`src/rtl/bin_a_bcd_seq_if.sv`:
```
// Handshake and display-digit bundle between the arithmetic stage, the
// sequential binary-to-BCD converter and the display scanner.
interface bin_a_bcd_seq_if;
   logic        start;
   logic [19:0] resultado;
   logic        signo_in;
   logic        busy;
   logic        done;
   logic [3:0]  dres0;
   logic [3:0]  dres1;
   logic [3:0]  dres2;
   logic [3:0]  dres3;
   logic [3:0]  dres4;
   logic [3:0]  dres5;
   logic        signo_out;
   logic        overflow;

   modport master (
      output start, resultado, signo_in,
      input  busy, done, dres0, dres1, dres2, dres3, dres4, dres5,
             signo_out, overflow
   );

   modport slave (
      input  start, resultado, signo_in,
      output busy, done, dres0, dres1, dres2, dres3, dres4, dres5,
             signo_out, overflow
   );
endinterface

```
`src/rtl/bin_a_bcd_seq.sv`:
```
// Sequential double-dabble converter: 20-bit magnitude to six display digits,
// with leading-zero blanking, saturation above 999999 and a sign without -0.
module bin_a_bcd_seq #(
   parameter int BLANK_LEADING = 1
) (
   input logic           clk,
   input logic           rst_n,
   bin_a_bcd_seq_if.slave bus
);

   typedef enum logic [1:0] {
      IDLE   = 2'd0,
      SHIFT  = 2'd1,
      FINISH = 2'd2
   } state_t;

   state_t      r_state;
   logic [19:0] r_bin;
   logic [27:0] r_bcd;
   logic [4:0]  r_cnt;
   logic        r_sign_cap;
   logic        r_busy;
   logic        r_done;
   logic        r_ovf;
   logic        r_sign;
   logic [3:0]  r_dres [6];

   logic [27:0] w_adj;
   logic        w_ovf;
   logic        w_lead;
   logic [3:0]  w_raw;
   logic [3:0]  w_dig [6];

   // Correct every BCD nibble that would overflow past 9 when doubled.
   function automatic logic [27:0] f_add3(input logic [27:0] bcd);
      logic [27:0] res;
      res = bcd;
      for (int i = 0; i < 7; i++) begin
         if (bcd[i*4 +: 4] >= 4'd5) begin
            res[i*4 +: 4] = bcd[i*4 +: 4] + 4'd3;
         end else begin
            res[i*4 +: 4] = bcd[i*4 +: 4];
         end
      end
      return res;
   endfunction

   assign w_adj = f_add3(r_bcd);

   // Display digits from the final accumulator: saturate on 7th digit, else blank leading zeros.
   always_comb begin
      w_ovf  = (r_bcd[27:24] != 4'd0);
      w_lead = 1'b1;
      w_raw  = 4'd0;
      for (int i = 5; i >= 0; i--) begin
         w_raw = r_bcd[i*4 +: 4];
         if (w_ovf) begin
            w_dig[i] = 4'h9;
         end else if ((BLANK_LEADING != 0) && w_lead && (i != 0) && (w_raw == 4'd0)) begin
            w_dig[i] = 4'hF;
         end else begin
            w_dig[i] = w_raw;
            w_lead   = 1'b0;
         end
      end
   end

   // Control FSM, shift datapath and registered outputs.
   always_ff @(posedge clk or negedge rst_n) begin
      if (!rst_n) begin
         r_state    <= IDLE;
         r_bin      <= 20'd0;
         r_bcd      <= 28'd0;
         r_cnt      <= 5'd0;
         r_sign_cap <= 1'b0;
         r_busy     <= 1'b0;
         r_done     <= 1'b0;
         r_ovf      <= 1'b0;
         r_sign     <= 1'b0;
         for (int i = 0; i < 6; i++) begin
            r_dres[i] <= 4'h0;
         end
      end else begin
         case (r_state)
            IDLE: begin
               r_done <= 1'b0;
               if (bus.start) begin
                  r_bin      <= bus.resultado;
                  r_sign_cap <= bus.signo_in;
                  r_bcd      <= 28'd0;
                  r_cnt      <= 5'd0;
                  r_busy     <= 1'b1;
                  r_state    <= SHIFT;
               end
            end
            SHIFT: begin
               r_bcd <= {w_adj[26:0], r_bin[19]};
               r_bin <= {r_bin[18:0], 1'b0};
               r_cnt <= r_cnt + 5'd1;
               if (r_cnt == 5'd19) begin
                  r_state <= FINISH;
               end
            end
            FINISH: begin
               for (int i = 0; i < 6; i++) begin
                  r_dres[i] <= w_dig[i];
               end
               r_ovf   <= w_ovf;
               r_sign  <= r_sign_cap & (r_bcd != 28'd0);
               r_done  <= 1'b1;
               r_busy  <= 1'b0;
               r_state <= IDLE;
            end
            default: begin
               r_state <= IDLE;
               r_busy  <= 1'b0;
               r_done  <= 1'b0;
            end
         endcase
      end
   end

   assign bus.busy      = r_busy;
   assign bus.done      = r_done;
   assign bus.overflow  = r_ovf;
   assign bus.signo_out = r_sign;
   assign bus.dres0     = r_dres[0];
   assign bus.dres1     = r_dres[1];
   assign bus.dres2     = r_dres[2];
   assign bus.dres3     = r_dres[3];
   assign bus.dres4     = r_dres[4];
   assign bus.dres5     = r_dres[5];

endmodule

```
`src/flat_wrapper.sv`:
```
// flat-port wrapper written by rule: the top's interface ports become plain ports
module bin_a_bcd_seq_flat 
#(
   parameter int BLANK_LEADING = 1
)
  (clk, rst_n, bus_start, bus_resultado, bus_signo_in, bus_busy, bus_done, bus_dres0, bus_dres1, bus_dres2, bus_dres3, bus_dres4, bus_dres5, bus_signo_out, bus_overflow);
  bin_a_bcd_seq_if bus_i ();
  input logic clk;
  input logic rst_n;
  input wire logic [$bits(bus_i.start)-1:0] bus_start;
  input wire logic [$bits(bus_i.resultado)-1:0] bus_resultado;
  input wire logic [$bits(bus_i.signo_in)-1:0] bus_signo_in;
  output wire logic [$bits(bus_i.busy)-1:0] bus_busy;
  output wire logic [$bits(bus_i.done)-1:0] bus_done;
  output wire logic [$bits(bus_i.dres0)-1:0] bus_dres0;
  output wire logic [$bits(bus_i.dres1)-1:0] bus_dres1;
  output wire logic [$bits(bus_i.dres2)-1:0] bus_dres2;
  output wire logic [$bits(bus_i.dres3)-1:0] bus_dres3;
  output wire logic [$bits(bus_i.dres4)-1:0] bus_dres4;
  output wire logic [$bits(bus_i.dres5)-1:0] bus_dres5;
  output wire logic [$bits(bus_i.signo_out)-1:0] bus_signo_out;
  output wire logic [$bits(bus_i.overflow)-1:0] bus_overflow;
  assign bus_i.start = bus_start;
  assign bus_i.resultado = bus_resultado;
  assign bus_i.signo_in = bus_signo_in;
  assign bus_busy = bus_i.busy;
  assign bus_done = bus_i.done;
  assign bus_dres0 = bus_i.dres0;
  assign bus_dres1 = bus_i.dres1;
  assign bus_dres2 = bus_i.dres2;
  assign bus_dres3 = bus_i.dres3;
  assign bus_dres4 = bus_i.dres4;
  assign bus_dres5 = bus_i.dres5;
  assign bus_signo_out = bus_i.signo_out;
  assign bus_overflow = bus_i.overflow;
  bin_a_bcd_seq #(.BLANK_LEADING(BLANK_LEADING)) u_core (.clk(clk), .rst_n(rst_n), .bus(bus_i));
endmodule
```
`config.mk`:
```
export PLATFORM = sky130hd
export DESIGN_NAME = bin_a_bcd_seq_flat
export DESIGN_NICKNAME = d
export VERILOG_FILES = /design/src/rtl/bin_a_bcd_seq_if.sv /design/src/rtl/bin_a_bcd_seq.sv /design/src/flat_wrapper.sv
export SDC_FILE = /design/constraint.sdc
export NUM_CORES = 1
export LEC_CHECK = 0
export ABC_AREA = 0
export BUFFER_PORTS_ARGS = -buffer_cell sky130_fd_sc_hd__buf_2
export CORE_UTILIZATION = 58
export CTS_CLUSTER_SIZE = 20
export DETAILED_ROUTE_END_ITERATION = 8
export PLACE_DENSITY = 0.8
export SYNTH_ARGS = -nofsm -noshare
export SYNTH_HDL_FRONTEND = slang
export SYNTH_SLANG_ARGS = --single-unit
```
`constraint.sdc`:
```
create_clock -name clk -period 2.56 [get_ports clk]
set_clock_uncertainty 0.1 [all_clocks]
set_input_delay 0.768 -clock clk [delete_from_list [all_inputs] [get_ports clk]]
set_output_delay 0.768 -clock clk [all_outputs]
set_load 0.005 [all_outputs]
```
==> out/metrics.csv, run 1 <==
metric,value,unit
Synth async-reset ratio,1.00,
H-tree depth,3,
outcome,finished clean,
# clock sinks,84,
die area,0.00737,sq mm
vias after detailed routing,3234,
DR iter-0 viols,224,
CTS tree,done,
CP Max Fanout,6,
power after layout,5.68,mW
Num CTS Buffers,9,
post-route ant nets,0,
fmax,484,MHz
"Buf+Inv Stages, Crit Path",1,
top-area cell type share of the netlist area,0.516,
TritonRoute pass-1 iters,4,
#FFs+latches synth,84,
pwr/cell area,1200,mW/mm^2
DP Worst Slack,0.509,ns
crit-path cells,inv_1 > ha_1 > or4b_4 > nor4_4 > nor2_2 > a31oi_1,
"commonest non-fill, non-tap cell in the layout",dfrtp_1,
DIE HEIGHT,85.8,um
syn nets,466,
CP Capture Type,register,
share of cells above drive strength 1,0.201,
Post-synth EDFFs,0,
DRC Markers,0,
final WL,8.72,mm
CP max stage delay,0.51,ns
post-CTS resize count,0,
Final Cycle Share,0.807,
vias in the first global route,3040,
Initial Utilization,0.600,
IO Pins,52,
fin crit period,2.07,ns
setup_tns,0,ns
postcts setup bufs,0,
wire per inst,15.2,um
Crit path max-delay family,simple AND/OR/NAND/NOR gates,
Synth area leader,dfrtp_1,
Post-Syn Area,0.00408,sq mm
Nets,517,
antenna fix cells,0,
Synth cell types,35,
Slew HR,0.522,
"Seq/Total Area, Yosys",0.516,
WHS,0.273,ns
Syn Area/Cell,9.66,sq um
CP max stage cell,or4b_4,
dominant cells by area after synthesis,"dfrtp_1 (52%), ha_1 (6.1%), nor2_1 (5.6%)",
hold bufs inserted after CTS,0,
area delta synth->final,16.1,%
WP data required,2.73,ns
most frequent cells in the layout,"dfrtp_1 (84), nor2_1 (61), buf_2 (50)",
leakage power,2.17,nW
vias per inst,5.63,
Rows,30,
Mapped Cells,422,
Root Buffer,clkbuf_8,
Clock Latency Late Sink,0.35,ns
port bufs,51,
Final Hold Vio Count,0,
CP startpoint kind,register,
CORE AREA,0.00679,sq mm
initial antenna violation count,0,
Yosys warning total,0,
worst min-delay path category,input pin to asynchronous set/reset pin,
first-pass GRT wire length,14.7,mm
final worst slack,0.495,ns
# fillers,509,
"Reg clk slew, reported paths",0.09,ns
Die Width,85.8,um
VDD IR-drop max,0.651,mV
unrepaired setup endpoints after global routing,no,
dominant synthesized flop cell,dfrtp_1,
"Setup violations, final",0,
Tot GR Track Use,0.256,
max-slew violation count,0,
clock tree buffer depth,2,
maxcap violations,0,
Worst-Margin Slew,0.717,ns
hpwl dp,5.96,mm
critical path class,register to register,
global route overflow,0,
pin count of the biggest net entering global routing,49,
Routability Congestion,0.835,
worst path arrival time,2.23,ns
## sequential cells by signal (all words and copies together), names as in the netlist
| register | count |
|---|---|
| u_core.bus.busy | 1 |
| u_core.bus.done | 1 |
| u_core.bus.dres0 | 4 |
| u_core.bus.dres1 | 4 |
| u_core.bus.dres2 | 4 |
| u_core.bus.dres3 | 4 |
| u_core.bus.dres4 | 4 |
| u_core.bus.dres5 | 4 |
| u_core.bus.overflow | 1 |
| u_core.bus.signo_out | 1 |
| u_core.r_bcd | 28 |
| u_core.r_bin | 20 |
| u_core.r_cnt | 5 |
| u_core.r_sign_cap | 1 |
| u_core.r_state | 2 |
## Yosys cell counts, drive strengths merged (2+ instances only)
cell type  number
xnor2           7
o21ai          44
o211ai          3
xor2            2
mux2            8
nor2           62
nand3          27
nand2          33
ha             20
nor3b           3
nor3            6
nor2b           3
nand4           2
dfrtp          84
a21oi          11
or4b            2
a31oi           4
or3b            4
clkbuf         19
a32o            7
nand2b         10
buf             3
o22ai          19
o31ai          16
inv            16
## layout make-up
type                            instances  area, sq um  share of cell area
Multi-Input combinational cell        300         1830               0.387
Timing Repair Buffer                   62          390              0.0825
Tap cell                               96          120              0.0254
Inverter                               16         60.1              0.0127
Clock buffer                           11          141              0.0299
Clock inverter                          5         85.1              0.0180
Sequential cell                        84         2100               0.444
## per-layer routing
layer,wire length [um],GRT usage,vias up
li1,-,-,1581
met1,4060,0.365,1560
met2,4040,0.401,83
met3,528,0.0549,10
met4,89,0.0652,0
met5,0,0,-
## report_power, final
group          leakage (nW)  switching (mW)  internal, mW
sequential             1.03           0.462          1.84
combinational          1.03            1.25          1.06
clock                 0.110           0.481         0.580
## worst paths after layout
kind	from	endpoint	slack (ns)	cells after the start
max	u_core.r_bcd[16]	u_core.bus.dres1[0]	0.49	6
min	rst_n	u_core.bus.signo_out	0.27	1
max reg2reg	u_core.r_bcd[16]	u_core.bus.dres1[0]	0.49	6
min reg2reg	u_core.bus.dres4[3]	u_core.bus.dres4[3]	0.37	2
max in group asynchronous	rst_n	u_core.r_cnt[1]	1.46	2
min in group clk	u_core.bus.dres4[3]	u_core.bus.dres4[3]	0.37	2
## cell families (layout without fill, tap and decap cells)
logic type	count (synthesis)	count (layout)	synth area share
multiplexers	9	9	0.0246
AO/OA/AOI/OAI	106	106	0.159
flip-flops	84	84	0.516
XOR/XNOR	9	9	0.0193
buffers and inverters	38	94	0.0353
adder cells (fa/ha/maj)	20	20	0.0614
AND/OR/NAND/NOR	156	156	0.184
## through the flow
stage	instance area, sq um	cells	utilization
finish	4730	574	0.697
global route	4730	574	0.697
CTS	4730	574	0.697
detailed placement	4510	558	0.663
global placement	4510	558	0.663
floorplan	4080	422	-
Power figures use the tool's default switching activity.
==> inputs of run 2 (changes only) <==
clock period = 2 ns   (was 2.56 ns; I/O delays follow)
==> run 2 against run 1 <==
  * Critical path depth unchanged
  * Clock power up 36%
  * Count of clock-buffer cells in the layout down 2
  * Sequential share of layout area down 1.5 points
  * Die area unchanged
  * Design area up 3.5%
  * Setup slack worse by 0.42 ns
  * Combinational power up 47%
  * Flip-flop and latch count unchanged
  * Largest cell class unchanged
  * Cell count up 3.1%
==> out/metrics.csv, run 2 (synthesis results as in run 1) <==
metric,value,unit
critical path class,register to register,
final worst slack,0.0764,ns
WP data required,2.18,ns
hold bufs inserted after CTS,0,
clock tree buffer depth,2,
H-tree depth,3,
CTS tree,done,
CORE AREA,0.00679,sq mm
port bufs,51,
Most Crowded Layer GR,met2,
DP Worst Slack,0.0419,ns
VDD IR-drop max,0.717,mV
P_int,4.77,mW
antenna fix cells,0,
fmax,520,MHz
DRC Markers,0,
"commonest non-fill, non-tap cell in the layout",dfrtp_1,
Largest regs,"u_core.r_bcd (28), u_core.r_bin (20), u_core.r_cnt (5)",
"Setup violations, final",0,
Seq pwr share,0.371,
wire per inst,15.7,um
CP Capture Type,register,
share of cells above drive strength 1,0.254,
Worst-Margin Slew,0.387,ns
Final Hold Vio Count,0,
Comb power frac,0.443,
Die Width,85.8,um
worst min-delay path category,input pin to asynchronous set/reset pin,
post-route cell area,0.00490,sq mm
max reg flops,28,
IO Pins,52,
Slew HR,0.739,
setup_tns,0,ns
Biggest register,u_core.r_bcd,
Sw Pwr,2.96,mW
# clock sinks,84,
Clock Latency Late Sink,0.36,ns
CP max stage cell,or4b_4,
Crit path max-delay family,simple AND/OR/NAND/NOR gates,
DR iter-0 viols,240,
area delta synth->final,20.2,%
CP startpoint kind,register,
hpwl dp,6.20,mm
GR Util met1,0.377,
outcome,finished clean,
Root Buffer,clkbuf_8,
vias in the first global route,3290,
Rows,30,
Nets,536,
first-pass GRT wire length,15.6,mm
CP Max Fanout,4,
sw frac,0.383,
pwr/cell area,1580,mW/mm^2
crit-path cells,inv_2 > ha_1 > or4b_4 > nor4_4 > nor2_2 > a31oi_1,
DIE HEIGHT,85.8,um
met3 Resource Use GR,0.0346,
initial antenna violation count,0,
TritonRoute pass-1 iters,5,
most frequent cells in the layout,"dfrtp_1 (84), nor2_1 (61), buf_2 (50)",
Clock power frac,0.187,
pin count of the biggest net entering global routing,47,
maxcap violations,0,
max-slew violation count,0,
CP max stage delay,0.52,ns
fin crit period,1.92,ns
post-placement cell area,0.00461,sq mm
worst path arrival time,2.10,ns
Num CTS Buffers,9,
"Buf+Inv Stages, Crit Path",1,
global route overflow,0,
"Reg clk slew, reported paths",0.09,ns
final WL,9.27,mm
met2 Use GR,0.428,
die area,0.00737,sq mm
leakage power,2.27,nW
Final Cycle Share,0.962,
Routability Congestion,0.853,
Tot GR Track Use,0.272,
Initial Utilization,0.600,
vias per inst,5.77,
post-route ant nets,0,
vias after detailed routing,3418,
==> run 2: changes by cell type in the layout (fill, tap and decap cells not counted), moves of 2 or more <==
cell / previous run / this run
buf_4: 8 / 28
nor3_1: 6 / 4
nor3_2: 0 / 2
ha_2: 0 / 2
inv_2: 0 / 5
inv_1: 16 / 11
ha_1: 20 / 18
==> run 2: layout make-up <==
| type | count | area (sq um) |
|---|---|---|
| tap | 96 | 120 |
| inverter | 16 | 60.1 |
| timing repair buffer | 81 | 520 |
| clock inverter | 6 | 113 |
| fill | 480 | 1900 |
| sequential | 84 | 2100 |
| multi-input combinational | 300 | 1860 |
| clock buffer | 9 | 124 |
==> run 2: path summary, 6_finish.rpt <==
check,from,endpoint,slack (ns),cells after the start
max,u_core.r_bcd[16],u_core.bus.dres1[0],0.08,6
min,rst_n,u_core.r_bin[3],0.02,1
max reg2reg,u_core.r_bcd[16],u_core.bus.dres1[0],0.08,6
min reg2reg,u_core.bus.dres4[0],u_core.bus.dres4[0],0.37,2
max in group asynchronous,rst_n,u_core.r_cnt[4],1.24,2
min in group clk,u_core.bus.dres4[0],u_core.bus.dres4[0],0.37,2
==> run 2: power by group through the flow <==
stage | Sequential, mW | Combinational (mW) | Clock [mW]
floorplan | 2.81 | 2.21 | 0
global placement | 2.83 | 3.11 | 0
detailed placement | 2.87 | 3.28 | 0
CTS | 2.84 | 3.32 | 1.47
global route | 2.95 | 3.81 | 1.52
finish | 2.87 | 3.42 | 1.44
==> run 2: routing by layer <==
| metal | vias to the layer above | wire [um] |
|---|---|---|
| met5 | - | 0 |
| met4 | 0 | 296 |
| met3 | 29 | 383 |
| met2 | 107 | 4340 |
| met1 | 1655 | 4250 |
| li1 | 1627 | - |
==> run 2: repair_timing <==
item	in CTS	in global routing
resized for setup	0	13
setup endpoints to repair	1	16
buffers inserted	0	3
pin swaps	0	4
==> run 2: per-stage QoR <==
step / hold slack (ns) / cells / total power [mW] / utilization
3_3_place_gp: 0.349 / 574 / 5.94 / 0.679
5_1_grt: 0.0410 / 592 / 8.28 / 0.721
6_report: 0.0185 / 592 / 7.73 / 0.721
4_1_cts: 0.0218 / 589 / 7.62 / 0.714
3_5_place_dp: 0.351 / 574 / 6.14 / 0.679
2_1_floorplan: 0.204 / 422 / 5.02 / -
==> inputs of run 3 (changes only) <==
CTS_CLUSTER_SIZE = unset   (was 20)
clock period = 2.2 ns   (was 2 ns; I/O delays follow)
==> run 3 against run 2 <==
  * Via count is 3.9% lower
  * Routed wire length is 7.1% lower
  * Sequential share of layout area is 1.9 points higher
  * Highest routed layer unchanged
  * Largest power group unchanged
  * Count of clock-buffer cells in the layout is 1 higher
  * Critical endpoint is now u_core.bus.dres1[3]
  * Sequential power is 8.0% lower
  * Largest cell class unchanged
  * Cell count is 2.9% lower
  * Utilization is 3.0 points lower
  * Setup slack better by 0.080 ns
==> out/metrics.csv, run 3 (synthesis results as in run 1) <==
metric,value,unit
Largest regs,"u_core.r_bcd (28), u_core.r_bin (20), u_core.r_cnt (5)",
vias after detailed routing,3286,
worst min-delay path category,input pin to asynchronous set/reset pin,
Comb power frac,0.422,
final WL,8.62,mm
unrepaired setup endpoints after global routing,no,
WP data required,2.37,ns
CORE AREA,0.00679,sq mm
hpwl dp,5.85,mm
CP max stage cell,or3b_2,
DR iter-0 viols,160,
crit-path cells,inv_1 > ha_2 > or3b_2 > nor4_4 > nor2_2 > a21oi_1,
Final Hold Vio Count,0,
vias per inst,5.71,
Initial Utilization,0.600,
maxcap violations,0,
CP max stage delay,0.48,ns
Num CTS Buffers,9,
critical path class,register to register,
Final Cycle Share,0.929,
leakage power,2.15,nW
setup_tns,0,ns
Rows,30,
share of cells above drive strength 1,0.209,
fmax,489,MHz
postcts setup bufs,0,
Routability Congestion,0.860,
Worst-Margin Slew,0.440,ns
die area,0.00737,sq mm
Clock Latency Late Sink,0.36,ns
global route overflow,0,
Slew HR,0.706,
"Buf+Inv Stages, Crit Path",1,
worst path arrival time,2.22,ns
DP Worst Slack,0.167,ns
DIE HEIGHT,85.8,um
Tot GR Track Use,0.268,
Nets,519,
Die Width,85.8,um
CP startpoint kind,register,
TritonRoute pass-1 iters,4,
Sw Pwr,2.52,mW
"Setup violations, final",0,
Biggest register,u_core.r_bcd,
H-tree depth,3,
port bufs,51,
Clock power frac,0.169,
CP Capture Type,register,
VDD IR-drop max,0.794,mV
post-route ant nets,0,
sw frac,0.391,
"commonest non-fill, non-tap cell in the layout",dfrtp_1,
pwr/cell area,1380,mW/mm^2
CP Max Fanout,4,
max-slew violation count,0,
Root Buffer,clkbuf_8,
most frequent cells in the layout,"dfrtp_1 (84), nor2_1 (61), buf_2 (50)",
IO Pins,52,
"Reg clk slew, reported paths",0.08,ns
final worst slack,0.156,ns
antenna fix cells,0,
Crit path max-delay family,simple AND/OR/NAND/NOR gates,
area delta synth->final,15.1,%
first-pass GRT wire length,15.2,mm
fin crit period,2.04,ns
clock tree buffer depth,2,
max reg flops,28,
vias in the first global route,3221,
P_int,3.93,mW
# fillers,489,
CTS tree,done,
initial antenna violation count,0,
# clock sinks,84,
pin count of the biggest net entering global routing,55,
wire per inst,15.0,um
Seq pwr share,0.409,
DRC Markers,0,
outcome,finished clean,
==> run 3: layer usage <==
layer / global-route usage / part of all wire
met1: 0.372 / 0.45
met2: 0.422 / 0.47
met4: 0.124 / 0.028
met3: 0.0356 / 0.049
met5: 0 / 0
==> run 3: final cells by class <==
cell class                 instances  area, sq um  share of cell area
tap                               96          120              0.0256
timing repair buffer              64          380              0.0810
multi-input combinational        300         1840               0.392
inverter                          16         60.1              0.0128
sequential                        84         2100               0.448
clock buffer                      10          138              0.0293
clock inverter                     5         52.6              0.0112
==> run 3: per-stage QoR <==
step / area [sq um] / utilization / total power, mW / hold slack [ns] / cells
2_1_floorplan: 4080 / - / 4.56 / 0.264 / 422
6_report: 4690 / 0.691 / 6.46 / 0.134 / 575
3_3_place_gp: 4500 / 0.662 / 5.21 / 0.349 / 560
4_1_cts: 4690 / 0.690 / 6.47 / 0.142 / 575
5_1_grt: 4690 / 0.691 / 7.01 / 0.164 / 575
3_5_place_dp: 4500 / 0.662 / 5.36 / 0.353 / 560
==> run 3: power by group through the flow <==
stage | Combinational, mW | Clock, mW | Sequential (mW)
3_5_place_dp | 2.70 | 0 | 2.66
3_3_place_gp | 2.58 | 0 | 2.63
2_1_floorplan | 2.01 | 0 | 2.55
4_1_cts | 2.73 | 1.10 | 2.64
6_report | 2.72 | 1.09 | 2.64
5_1_grt | 3.11 | 1.16 | 2.74
==> run 3: final timing paths <==
path	start	end	slack, ns	cells past startpoint
setup / recovery	u_core.r_bcd[4]	u_core.bus.dres1[3]	0.16	6
hold / removal	rst_n	u_core.bus.dres0[1]	0.13	1
setup reg to reg	u_core.r_bcd[4]	u_core.bus.dres1[3]	0.16	6
hold reg to reg	u_core.bus.dres4[3]	u_core.bus.dres4[3]	0.37	2
max in group asynchronous	rst_n	u_core.bus.dres4[3]	1.26	2
min in group clk	u_core.bus.dres4[3]	u_core.bus.dres4[3]	0.37	2
==> run 3: repair_timing <==
action | CTS | global route
resized for setup | 0 | 2
hold buffers | 0 | 0
endpoints found under the setup margin | 0 | 3
